$ cat config.mk
export PLATFORM = sky130hd
export DESIGN_NAME = mmio_bus
export DESIGN_NICKNAME = d
export VERILOG_FILES = /design/src/rtl/mmio_bus.sv
export SDC_FILE = /design/constraint.sdc
export NUM_CORES = 1
export LEC_CHECK = 0
export ABC_AREA = 1
export BUFFER_PORTS_ARGS = -buffer_cell sky130_fd_sc_hd__buf_2
export CAP_MARGIN = 20
export CORE_MARGIN = 2
export CORE_UTILIZATION = 50
export CTS_CLUSTER_DIAMETER = 120
export DETAILED_ROUTE_END_ITERATION = 10
export GPL_TIMING_DRIVEN = 0
export PLACE_DENSITY_LB_ADDON = 0.15
export SYNTH_ARGS = -nofsm -noshare
export SYNTH_HDL_FRONTEND = slang
export SYNTH_SLANG_ARGS = --single-unit
$ cat constraint.sdc
create_clock -name clk -period 2.5 [get_ports clk]
set_input_delay 0.125 -clock clk [delete_from_list [all_inputs] [get_ports clk]]
set_output_delay 0.125 -clock clk [all_outputs]
set_load 0.02 [all_outputs]
$ cat src/rtl/mmio_bus.sv
// Memory-side bus splitter with an MMIO block: output word FIFO, latched input word, LED register.
// Optional free-running CYCLE counter is built only when MMIO_CYCLE_CNT_EN is defined.
module mmio_bus #(
    parameter logic [31:0] MMIO_BASE  = 32'h0000_7F00,
    parameter int          FIFO_DEPTH = 8
) (
    input  logic        clk,
    input  logic        rst,
    input  logic [31:0] mem_addr,
    input  logic        mem_we,
    input  logic [31:0] mem_din,
    output logic [31:0] mem_dout,
    output logic [31:0] dm_addr,
    output logic        dm_we,
    output logic [31:0] dm_din,
    input  logic [31:0] dm_dout,
    output logic [31:0] out_data,
    output logic        out_valid,
    input  logic        out_ready,
    input  logic [31:0] in_data,
    input  logic        in_valid,
    output logic [15:0] led
);

    localparam int PTR_W = $clog2(FIFO_DEPTH);
    localparam int CNT_W = PTR_W + 1;

    logic              is_mmio;
    logic [29:0]       word_off;
    logic              wr_mmio;
    logic              push_req;
    logic              push;
    logic              pop;
    logic              fifo_full;
    logic              fifo_empty;
    logic              clr_ovf;
    logic              clr_in;
    logic              wr_led;

    logic [31:0]       fifo_mem [FIFO_DEPTH];
    logic [PTR_W-1:0]  wr_ptr;
    logic [PTR_W-1:0]  rd_ptr;
    logic [CNT_W-1:0]  count;
    logic              overflow;

    logic              in_full;
    logic              overrun;
    logic [31:0]       in_word;

    logic [31:0]       cycle_val;
    logic [31:0]       out_status;
    logic [31:0]       rd_data;

    // Register index is the word distance from the MMIO base; byte lanes are ignored.
    assign is_mmio  = (mem_addr >= MMIO_BASE);
    assign word_off = mem_addr[31:2] - MMIO_BASE[31:2];
    assign wr_mmio  = mem_we & is_mmio;

    assign push_req = wr_mmio & (word_off == 30'd0);
    assign clr_ovf  = wr_mmio & (word_off == 30'd1);
    assign clr_in   = wr_mmio & (word_off == 30'd2);
    assign wr_led   = wr_mmio & (word_off == 30'd4);

    assign dm_addr  = mem_addr;
    assign dm_din   = mem_din;
    assign dm_we    = mem_we & ~is_mmio;

    assign fifo_full  = (count == CNT_W'(FIFO_DEPTH));
    assign fifo_empty = (count == '0);
    assign push       = push_req & ~fifo_full;
    assign pop        = out_valid & out_ready;
    assign out_valid  = ~fifo_empty;
    assign out_data   = fifo_mem[rd_ptr];

    // Storage needs no reset: the pointers and count define which entries are live.
    always_ff @(posedge clk) begin
        if (push) begin
            fifo_mem[wr_ptr] <= mem_din;
        end
    end

    always_ff @(posedge clk or negedge rst) begin
        if (!rst) begin
            wr_ptr   <= '0;
            rd_ptr   <= '0;
            count    <= '0;
            overflow <= 1'b0;
        end else begin
            if (push) begin
                wr_ptr <= wr_ptr + 1'b1;
            end
            if (pop) begin
                rd_ptr <= rd_ptr + 1'b1;
            end
            case ({push, pop})
                2'b10:   count <= count + 1'b1;
                2'b01:   count <= count - 1'b1;
                default: count <= count;
            endcase
            if (push_req && fifo_full) begin
                overflow <= 1'b1;
            end else if (clr_ovf) begin
                overflow <= 1'b0;
            end
        end
    end

    // A strobe coinciding with a status clear keeps the new word and drops the stale overrun.
    always_ff @(posedge clk or negedge rst) begin
        if (!rst) begin
            in_full <= 1'b0;
            overrun <= 1'b0;
            in_word <= '0;
        end else if (in_valid) begin
            in_word <= in_data;
            in_full <= 1'b1;
            overrun <= clr_in ? 1'b0 : (overrun | in_full);
        end else if (clr_in) begin
            in_full <= 1'b0;
            overrun <= 1'b0;
        end
    end

    always_ff @(posedge clk or negedge rst) begin
        if (!rst) begin
            led <= '0;
        end else if (wr_led) begin
            led <= mem_din[15:0];
        end
    end

`ifdef MMIO_CYCLE_CNT_EN
    logic        wr_cycle;
    logic [31:0] cycle_cnt;

    assign wr_cycle = wr_mmio & (word_off == 30'd5);

    always_ff @(posedge clk or negedge rst) begin
        if (!rst) begin
            cycle_cnt <= '0;
        end else if (wr_cycle) begin
            cycle_cnt <= '0;
        end else begin
            cycle_cnt <= cycle_cnt + 32'd1;
        end
    end

    assign cycle_val = cycle_cnt;
`else
    assign cycle_val = 32'd0;
`endif

    assign out_status = {16'd0, 8'(count), 5'd0, overflow, fifo_empty, ~fifo_full};

    always_comb begin
        rd_data = dm_dout;
        if (is_mmio) begin
            case (word_off)
                30'd1:   rd_data = out_status;
                30'd2:   rd_data = {30'd0, overrun, in_full};
                30'd3:   rd_data = in_word;
                30'd4:   rd_data = {16'd0, led};
                30'd5:   rd_data = cycle_val;
                default: rd_data = 32'd0;
            endcase
        end
    end

    assign mem_dout = rd_data;

endmodule
# Word level (Yosys, flattened, before mapping)
# Memory sizes are Yosys's and may differ from the RTL's.
# Index checks and enable logic that the tools add are counted.
# classes
addsub	5
muxes	11
reduce_logical	6
eq_ne	7
bitwise_logic	12
magnitude_cmp	1
# ops
op	count
$pmux W32 S4	1
$eq A30 B2 Y1 const B	2
$ge A32 B15 Y1 const B	1
$mux W32	1
$eq A30 B1 Y1 const B	1
$eq A30 B3 Y1 const B	1
$logic_not A30 Y1	1
$sub A30 B13 Y30 const B	1
$and A1 B1 Y1	8
$mux W1	8
$pmux W4 S2	1
$add A3 B1 Y3 const B	2
$reduce_bool A2 Y1	3
$add A4 B1 Y4 const B	1
$eq A4 B4 Y1 const B	1
$logic_not A4 Y1	1
$sub A4 B1 Y4 const B	1
$not A1 Y1	3
$eq A2 B1 Y1 const B	1
$eq A2 B2 Y1 const B	1
$logic_and A1 B1 Y1	1
$or A1 B1 Y1	1
# word_totals
wordCells	51
inputBits	133
n_memories	1
output_inout_bits	146
reg_bits	61
ramBits	256
# mem_list
memory	depth	width	rd	rd_ports_with_merged_regs	write_ports	line_no	rtl
fifo_mem	8	32	1	0	1	40	logic [31:0] fifo_mem [FIFO_DEPTH];

# Depth between registers and ports, before layout
# Gate-level depths: netlist (run 1).
# logic_depth
word_depth	6
mapped_depth	20
depth_no_buf	20

# Worst setup path before layout (run 1)
# OpenSTA, ideal clock, no wires.
# synth_timing
path_kind	input -> register
start	in mem_addr[11]
end	mem fifo_mem[1][0] (enable)
arrival_ns	2.846
path_slack_ns	-0.767
setup_time_ns	0.421
path_stages	13
path_cell_list	nand2_1 nor2_4 nand2_2 buf_6 nand3_2 nor2_2 nor2_2 inv_2 nor2_1 nand3_1 nor2_2 nand2_1 nor2_1
# synth_between
elab_chain_len	6
elab_cells_between_ends	8
cone_classes	1 x add/sub; 1 x order compare; 2 x mux; 3 x bitwise; 1 x reduce/logical
# synth_lines
element	line_no	rtl
start, declared	9	input logic [31:0] mem_addr,
$sub A30 B13 Y30 or $ge A32 B15 Y1 (tied branches)	56, 55	
$logic_not A30 Y1 or $and A1 B1 Y1 (tied branches)	59, 57	
$and A1 B1 Y1 (*)	59	assign push_req = wr_mmio & (word_off == 30'd0);
$and A1 B1 Y1 (*)	70	assign push = push_req & ~fifo_full;
$mux W1 (*)	77	if (push) begin
$mux W1 (implied by the code) (*)	78	fifo_mem[wr_ptr] <= mem_din;
end, declared	40	
# Mark *: on every way between the ends. The rest lies on a longest branch, timed or not.

# Worst setup path in the final report (run 1)
# layout_timing
start	reg rd_ptr[0]
end	out out_data[5]
# layout_between
elab_chain_len	1
# layout_lines
element	line_no	rtl
start, declared	42	logic [PTR_W-1:0] rd_ptr;
start signal, assigned	93	rd_ptr <= rd_ptr + 1'b1;
$mem_v2 Z8 W32	--	
end, declared	17	output logic [31:0] out_data,
# Every way passes these cells.

==> summary.md, run 1 <==
| Metric | Value |
|---|---|
| Outcome | `finished, final reports clean` |
| Post-route cell area | `0.0183 mm^2` |
| H-tree Lvls | `2` |
| Core ar. | `0.0277 mm^2` |
| Fraction of layout cells with a size suffix above 1 | `28.7%` |
| Mean area per synthesized cell | `around 10 um^2` |
| VDD IR-drop max | `0.495 mV` |
| Worst Tran Pin Value | `842 ps` |
| Routed WL | `38300 um` |
| Starting Density | `roughly 50%` |
| Final Critical Period | `approximately 2400 ps` |
| CTS tree | `done` |
| Vias per cell | `5.16` |
| Max-cap violations | `0` |
| Final Net Count | `roughly 1900` |
| Syn_nets | `1485` |
| CP Max Fanout | `10` |
| Via count | `about 11000` |
| DRC Markers | `0` |
| CP Launch Type | `flop` |
| #FFs+latches synth | `around 320` |
| 1st-pass router iterations | `5` |
| Rows | `61` |
| M1 wire length | `between 15000 and 20000 um` |
| Root Buffer | `clkbuf_16` |
| Clk_lat worst skew | `between 500 and 600 ps` |
| GPL Wtd Cong | `~0.86` |
| Dominant cells by area after synthesis | `edfxtp_1, dfrtp_1, nor2_1` |
| Pin count of the biggest net entering global routing | `slightly above 60` |
| Uppermost layer routed | `met4` |
| RSZ-0062 raised after global routing | `yes` |
| Synth top area share | `54.7%` |
| Skew final | `around 13 ps` |
| Leak Pwr | `between 7 and 8 nW` |
| Yosys cell types | `34` |
| CTS Buf Count | `35` |
| Setup crit end kind | `primary output` |
| Seq/Total Area, Yosys | `approximately two thirds` |
| Setup CP Type | `reg2out` |
| Buffers on Ports | `about 280` |
| Ports | `roughly 280` |
| Clock Path Buffers | `3` |
| Period utilisation layout | `between 90% and 100%` |
| Avg WL per Cell | `approximately 18 um` |
| DRT iter0 DRCs | `about 1100` |
| Final setup vio count | `0` |
| Met2 wire length | `about 19000 um` |
| Gr ovfl total | `0` |
| Req. time, crit path | `~2400 ps` |
| GRT Overall Usage | `between 20% and 30%` |
| Fillcell total | `between 2000 and 2500` |
| Routed Antenna Nets | `0` |
| Storage element area | `just over 0.009 mm^2` |
| Clk sinks | `roughly 320` |
| Synth Warn # | `0` |
| Max Fclk | `~0.41 GHz` |
| Area leader, netlist | `edfxtp_1` |
| First-pass GRT wire length | `~59000 um` |
| Die W | `roughly 170 um` |
| Synthesized netlist cell count | `around 1300` |
| Max Slew Vio Count | `0` |
| Initial antenna violation count | `0` |
| Worst min-delay path class | `in2reg` |
| Post-synthesis cell area | `~0.014 mm^2` |
| Overall power | `16.5 mW` |
| Clk slew on worst S/H paths | `60 ps` |
| Antenna cells | `0` |
| Final Hold Viols | `0` |
| HPWL after detailed placement | `roughly 26000 um` |
| Die Area | `roughly 0.029 mm^2` |
| Slew HR | `43.8%` |
| Placed Area | `about 0.016 mm^2` |
| WL met3 | `between 2000 and 3000 um` |
| Area of the multi-input gates | `between 0.004 and 0.005 mm^2` |
| Power per cell area | `901 mW/mm^2` |
| Layout area overhead | `30.0%` |
| Die H | `between 150 and 200 um` |
| Crit path DAT | `~2300 ps` |
| Vias in the first global route | `10635` |
[registers in the layout (all words and copies together) (netlist names)]
signal	cells
wr_ptr	3
led	16
overflow	1
rd_ptr	3
in_word	32
fifo_mem	256
count	4
overrun	1
in_full	1
[repair_timing]
| item | CTS | global route |
|---|---|---|
| hold buffers | 68 | 0 |
| hold endpoints to repair | 361 | 0 |
| setup endpoints to repair | 82 | 304 |
| gates cloned | 0 | 0 |
| resized for setup | 40 | 64 |
| pin swaps | 2 | 9 |
| buffers inserted | 3 | 13 |
[layer usage]
metal | vias up | track usage, %
met3 | 66 | 4.26
met2 | 454 | 45.2
met1 | 5181 | 33.7
li1 | 5399 | -
met4 | 0 | 8.36
met5 | - | 0
[path summary, 6_finish.rpt]
check | startpoint | to | slack, ps | cells after the start
max | rd_ptr[0] | out_data[5] | 90 | 8
max in group asynchronous | rst | rd_ptr[0] | 1660 | 2
min reg2reg | in_word[23] | in_word[23] | 470 | 2
max reg2reg | count[0] | count[3] | 170 | 11
min in group asynchronous | rst | led[8] | 270 | 2
min | mem_we | overflow | 70 | 6
[cells by family after synthesis]
| family | Yosys count | synth area share [%] |
|---|---|---|
| xor gates and xnor gates | 7 | 0.436 |
| buffers and inverters | 170 | 6.39 |
| adders and majority gates | 5 | 0.445 |
| and+or+nand+nor | 614 | 18.2 |
| DFF | 317 | 65.6 |
| AOI/OAI and AO/OA | 233 | 8.90 |
| muxes | 1 | 0.0801 |
[final cells by class]
type	count	area share, %
Inverter	38	0.822
Multi-Input combinational cell	860	22.4
Clock inverter	14	0.781
Sequential cell	317	50.4
Tap cell	378	2.59
Clock buffer	48	5.35
Buffer	130	4.53
Timing Repair Buffer	367	13.1
[per-stage QoR]
stage	hold WS [ps]	utilization [%]	setup TNS, ps	std cells	setup slack [ps]
6_report	74.0	66.0	0	2152	89.6
3_5_place_dp	274	58.2	-116040	2008	-670
2_1_floorplan	-171	-	-71080	1347	-286
5_1_grt	112	66.0	-19.1	2152	-5.49
3_3_place_gp	329	57.5	-350570	2000	-1440
4_1_cts	52.9	65.2	-120	2141	-43.7
[cells in the mapped netlist, drive strengths merged]
| cell | n |
|---|---|
| ha | 5 |
| a31oi | 32 |
| nand2 | 266 |
| mux2 | 1 |
| a32oi | 1 |
| edfxtp | 256 |
| buf | 77 |
| xnor2 | 1 |
| xor2 | 6 |
| a21oi | 2 |
| clkinv | 4 |
| dfrtp | 61 |
| nand4 | 25 |
| clkbuf | 55 |
| nor4 | 1 |
| nand3 | 43 |
| nor3b | 1 |
| inv | 34 |
| o21ai | 166 |
| nor2 | 276 |
| nand3b | 2 |
| o22ai | 32 |
[power by group]
group	switching [mW]	total (mW)	internal (mW)
Sequential	0.0942	5.91	5.81
Combinational	3.73	5.54	1.82
Clock	1.97	5.01	3.04
Total	5.79	16.5	10.7
[cell usage in the layout, fill, tap and decap left out, drive strengths merged]
cell type and instances:
nor4 1, ha 5, a31oi 32, xnor2 1, o21ai 166, buf 383, xor2 6, edfxtp 256
nand3 43, nor3b 1, nand4 25, a32oi 1, inv 34, clkbuf 94, clkinvlp 2, nand3b 2
o22ai 32, nor2 276, clkinv 13, nand2 266, mux2 1, dfrtp 61, dlygate4sd3 68, a21oi 2
bufinv 3
[worst max-delay path: stages, from the launching register on]
cell and delay (ps):
dfrtp_1 420, inv_1 100, buf_2 210, buf_4 220
nor2_1 60, o22ai_1 180, nor2_1 60, a31oi_1 300
buf_2 230
Power figures use the tool's default switching activity.
==> run 2, diff against run 1 <==
Settings changed: RECOVER_POWER set to 100.
==> run 2 against run 1 <==
- the run now ends with max-capacitance violations, max-slew violations left
- largest power group unchanged
- global-route usage unchanged
- cell count unchanged
- via count up 0.24%
- critical path type unchanged
- sequential cell count is the same
- clock power about the same
- critical endpoint is now out_data[11]
- combinational power about the same
- total power about the same
- die area stayed put
==> summary.md, run 2 (same netlist as run 1, synthesis figures left out) <==
| Metric | Value |
|---|---|
| Outcome | `finished with violations (was finished, final reports clean)` |
| Failing checks | `max-capacitance violations, max-slew violations` |
| Die H | `172 um (unchanged)` |
| CP delay by family, top | `buffers and inverters (unchanged)` |
| Worst setup path endpoint | `out_data[11] (was out_data[5])` |
| GRT Overall Usage | `26.1% (unchanged)` |
| Buffers on Ports | `275 (unchanged)` |
| Pin count of the biggest net entering global routing | `62 (unchanged)` |
| Layout area overhead | `29.3% (was 30.0%)` |
| Setup CP Type | `reg2out (unchanged)` |
| CP Max Fanout | `10 (unchanged)` |
| Root Buffer | `clkbuf_16 (unchanged)` |
| DRT iter0 DRCs | `1021 (was 1064)` |
| Final Hold Viols | `0 (unchanged)` |
| Starting Density | `50.7% (unchanged)` |
| Skew final | `11.5 ps (was 13.3 ps)` |
| Post-route cell area | `0.0182 mm^2 (was 0.0183 mm^2)` |
| CP Launch Type | `flop (unchanged)` |
| CTS Buf Count | `35 (unchanged)` |
| 1st-pass router iterations | `6 (was 5)` |
| Gr ovfl total | `0 (unchanged)` |
| Avg WL per Cell | `17.8 um (about the same)` |
| Flip-flop count of the largest register after layout | `256 (unchanged)` |
| Vias per cell | `5.17 (was 5.16)` |
| Placed Area | `0.0161 mm^2 (unchanged)` |
| Final Net Count | `1887 (unchanged)` |
| Period utilisation layout | `97.7% (was 96.4%)` |
| Initial antenna violation count | `0 (unchanged)` |
| Clk_lat worst skew | `510 ps (about the same)` |
| Final setup vio count | `0 (unchanged)` |
| DRC Markers | `0 (unchanged)` |
| CP max stage delay | `410 ps (was 420 ps)` |
| Worst-path cell chain | `clkbuf_4 -> buf_4 -> buf_4 -> nor2_1 -> o22ai_1 -> nor2_1 -> a31oi_2 -> buf_2 (was inv_1 -> buf_2 -> buf_4 -> nor2_1 -> o22ai_1 -> nor2_1 -> a31oi_1 -> buf_2)` |
| Worst min-delay path class | `in2reg (unchanged)` |
| RSZ-0062 raised after global routing | `yes (unchanged)` |
| Routed WL | `38400 um (was 38300 um)` |
| VDD IR-drop max | `0.496 mV (was 0.495 mV)` |
| Die Area | `0.0295 mm^2 (unchanged)` |
| Worst Reg-to-Reg Cells | `11 (unchanged)` |
| Vias in the first global route | `10635 (unchanged)` |
| Die W | `172 um (unchanged)` |
| Via count | `11127 (was 11100)` |
| Final Critical Period | `2440 ps (was 2410 ps)` |
| Max Fclk | `0.409 GHz (was 0.415 GHz)` |
| Clk slew on worst S/H paths | `50 ps (was 60 ps)` |
| Largest registers | `fifo_mem (256), in_word (32), led (16) (unchanged)` |
| Final core occ | `65.6% (was 66.0%)` |
| Slew HR | `-9.07% (was 43.8%)` |
| Clock Path Buffers | `3 (unchanged)` |
| Fraction of layout cells with a size suffix above 1 | `24.2% (was 28.7%)` |
| Clk sinks | `317 (unchanged)` |
| GPL Wtd Cong | `0.857 (unchanged)` |
| Final worst setup slack | `57.9 ps (was 89.6 ps)` |
| Worst path depth | `8 (unchanged)` |
| Max Slew Vio Count | `62 (was 0)` |
| Ports | `279 (unchanged)` |
| Worst R2R End | `count[3] (unchanged)` |
| Largest register by flop count | `fifo_mem (unchanged)` |
| Req. time, crit path | `2380 ps (about the same)` |
| Non-Filler Instances | `2152 (unchanged)` |
| Antenna cells | `0 (unchanged)` |
| Crit path DAT | `2320 ps (was 2290 ps)` |
| Leak Pwr | `7.36 nW (was 7.61 nW)` |
| Setup crit end kind | `primary output (unchanged)` |
| Worst r2r src | `count[0] (unchanged)` |
| Fillcell total | `2210 (was 2164)` |
| H-tree Lvls | `2 (unchanged)` |
| Crit path from | `rd_ptr[0] (unchanged)` |
| CTS tree | `done (unchanged)` |
| Worst Tran Pin Value | `1640 ps (was 842 ps)` |
| First-pass GRT wire length | `58600 um (unchanged)` |
| Power per cell area | `906 mW/mm^2 (was 901 mW/mm^2)` |
| Max-cap violations | `1 (was 0)` |
| Core ar. | `0.0277 mm^2 (unchanged)` |
| Most frequent cells in the layout | `nand2_1, edfxtp_1, nor2_1 (was buf_2, nand2_1, edfxtp_1)` |
| Routed Antenna Nets | `0 (unchanged)` |
| Dpl ws | `-670 ps (unchanged)` |
| R2R Setup Slk | `170 ps (about the same)` |
| Rows | `61 (unchanged)` |
| Placed cells | `2008 (unchanged)` |
| HPWL after detailed placement | `25900 um (unchanged)` |
| Overall power | `16.5 mW (about the same)` |
| Crit-path slowest cell | `dfrtp_1 (unchanged)` |
| Critical path buffers and inverters | `4 (unchanged)` |
==> run 2: report_power, final <==
group | switching, mW | leakage (nW) | internal, mW
clock | 1.98 | 0.549 | 3.04
sequential | 0.0947 | 3.06 | 5.82
combinational | 3.74 | 3.75 | 1.80
total | 5.81 | 7.36 | 10.7
==> run 2: tightest hold or removal path: stages <==
cell	delay, ps
clkbuf_1	140
clkinv_1	150
nand2_1	60
nand2_1	50
==> run 2: area by class of cell <==
type	count	area (um^2)	area share, %
buffer	130	828	4.56
clock buffer	48	977	5.38
clock inverter	14	143	0.785
inverter	38	150	0.826
multi-input combinational	860	4100	22.5
sequential	317	9210	50.7
tap	378	473	2.60
timing repair buffer	367	2290	12.6
==> run 2: worst min-delay path by stage <==
stage	cells past startpoint	slack, ps	start	endpoint
after detailed placement	1	270	rst	rd_ptr[1]
final	4	70	in_valid	in_word[1]
after CTS	4	50	in_valid	in_word[1]
after floorplan	0	-170	rst	count[0]
after global placement	3	330	in_data[23]	in_word[23]
after global routing	4	110	in_valid	in_word[31]
==> run 2: timing repair <==
| item | 4_1_cts | 5_1_grt |
|---|---|---|
| resized for setup | 40 | 64 |
| pin swaps | 2 | 9 |
| hold buffers | 68 | 0 |
| endpoints found under the setup margin | 82 | 304 |
| setup buffers | 3 | 13 |
| hold endpoints to repair | 361 | 0 |
==> run 2: per-layer routing <==
metal / global-route usage (%) / vias to the layer above / part of all wire (%) / wire [um]
met5: 0 / - / 0 / 0
met4: 8.36 / 0 / 2.6 / 1000
met3: 4.26 / 71 / 7.1 / 2730
met2: 45.2 / 464 / 50 / 19300
met1: 33.7 / 5199 / 40 / 15300
li1: - / 5393 / - / -
==> run 2: through the flow <==
stage	hold WS [ps]	TNS [ps]
6_report	68.6	0
5_1_grt	112	-19.2
4_1_cts	52.9	-120
3_5_place_dp	274	-116040
3_3_place_gp	329	-350570
2_1_floorplan	-171	-71080
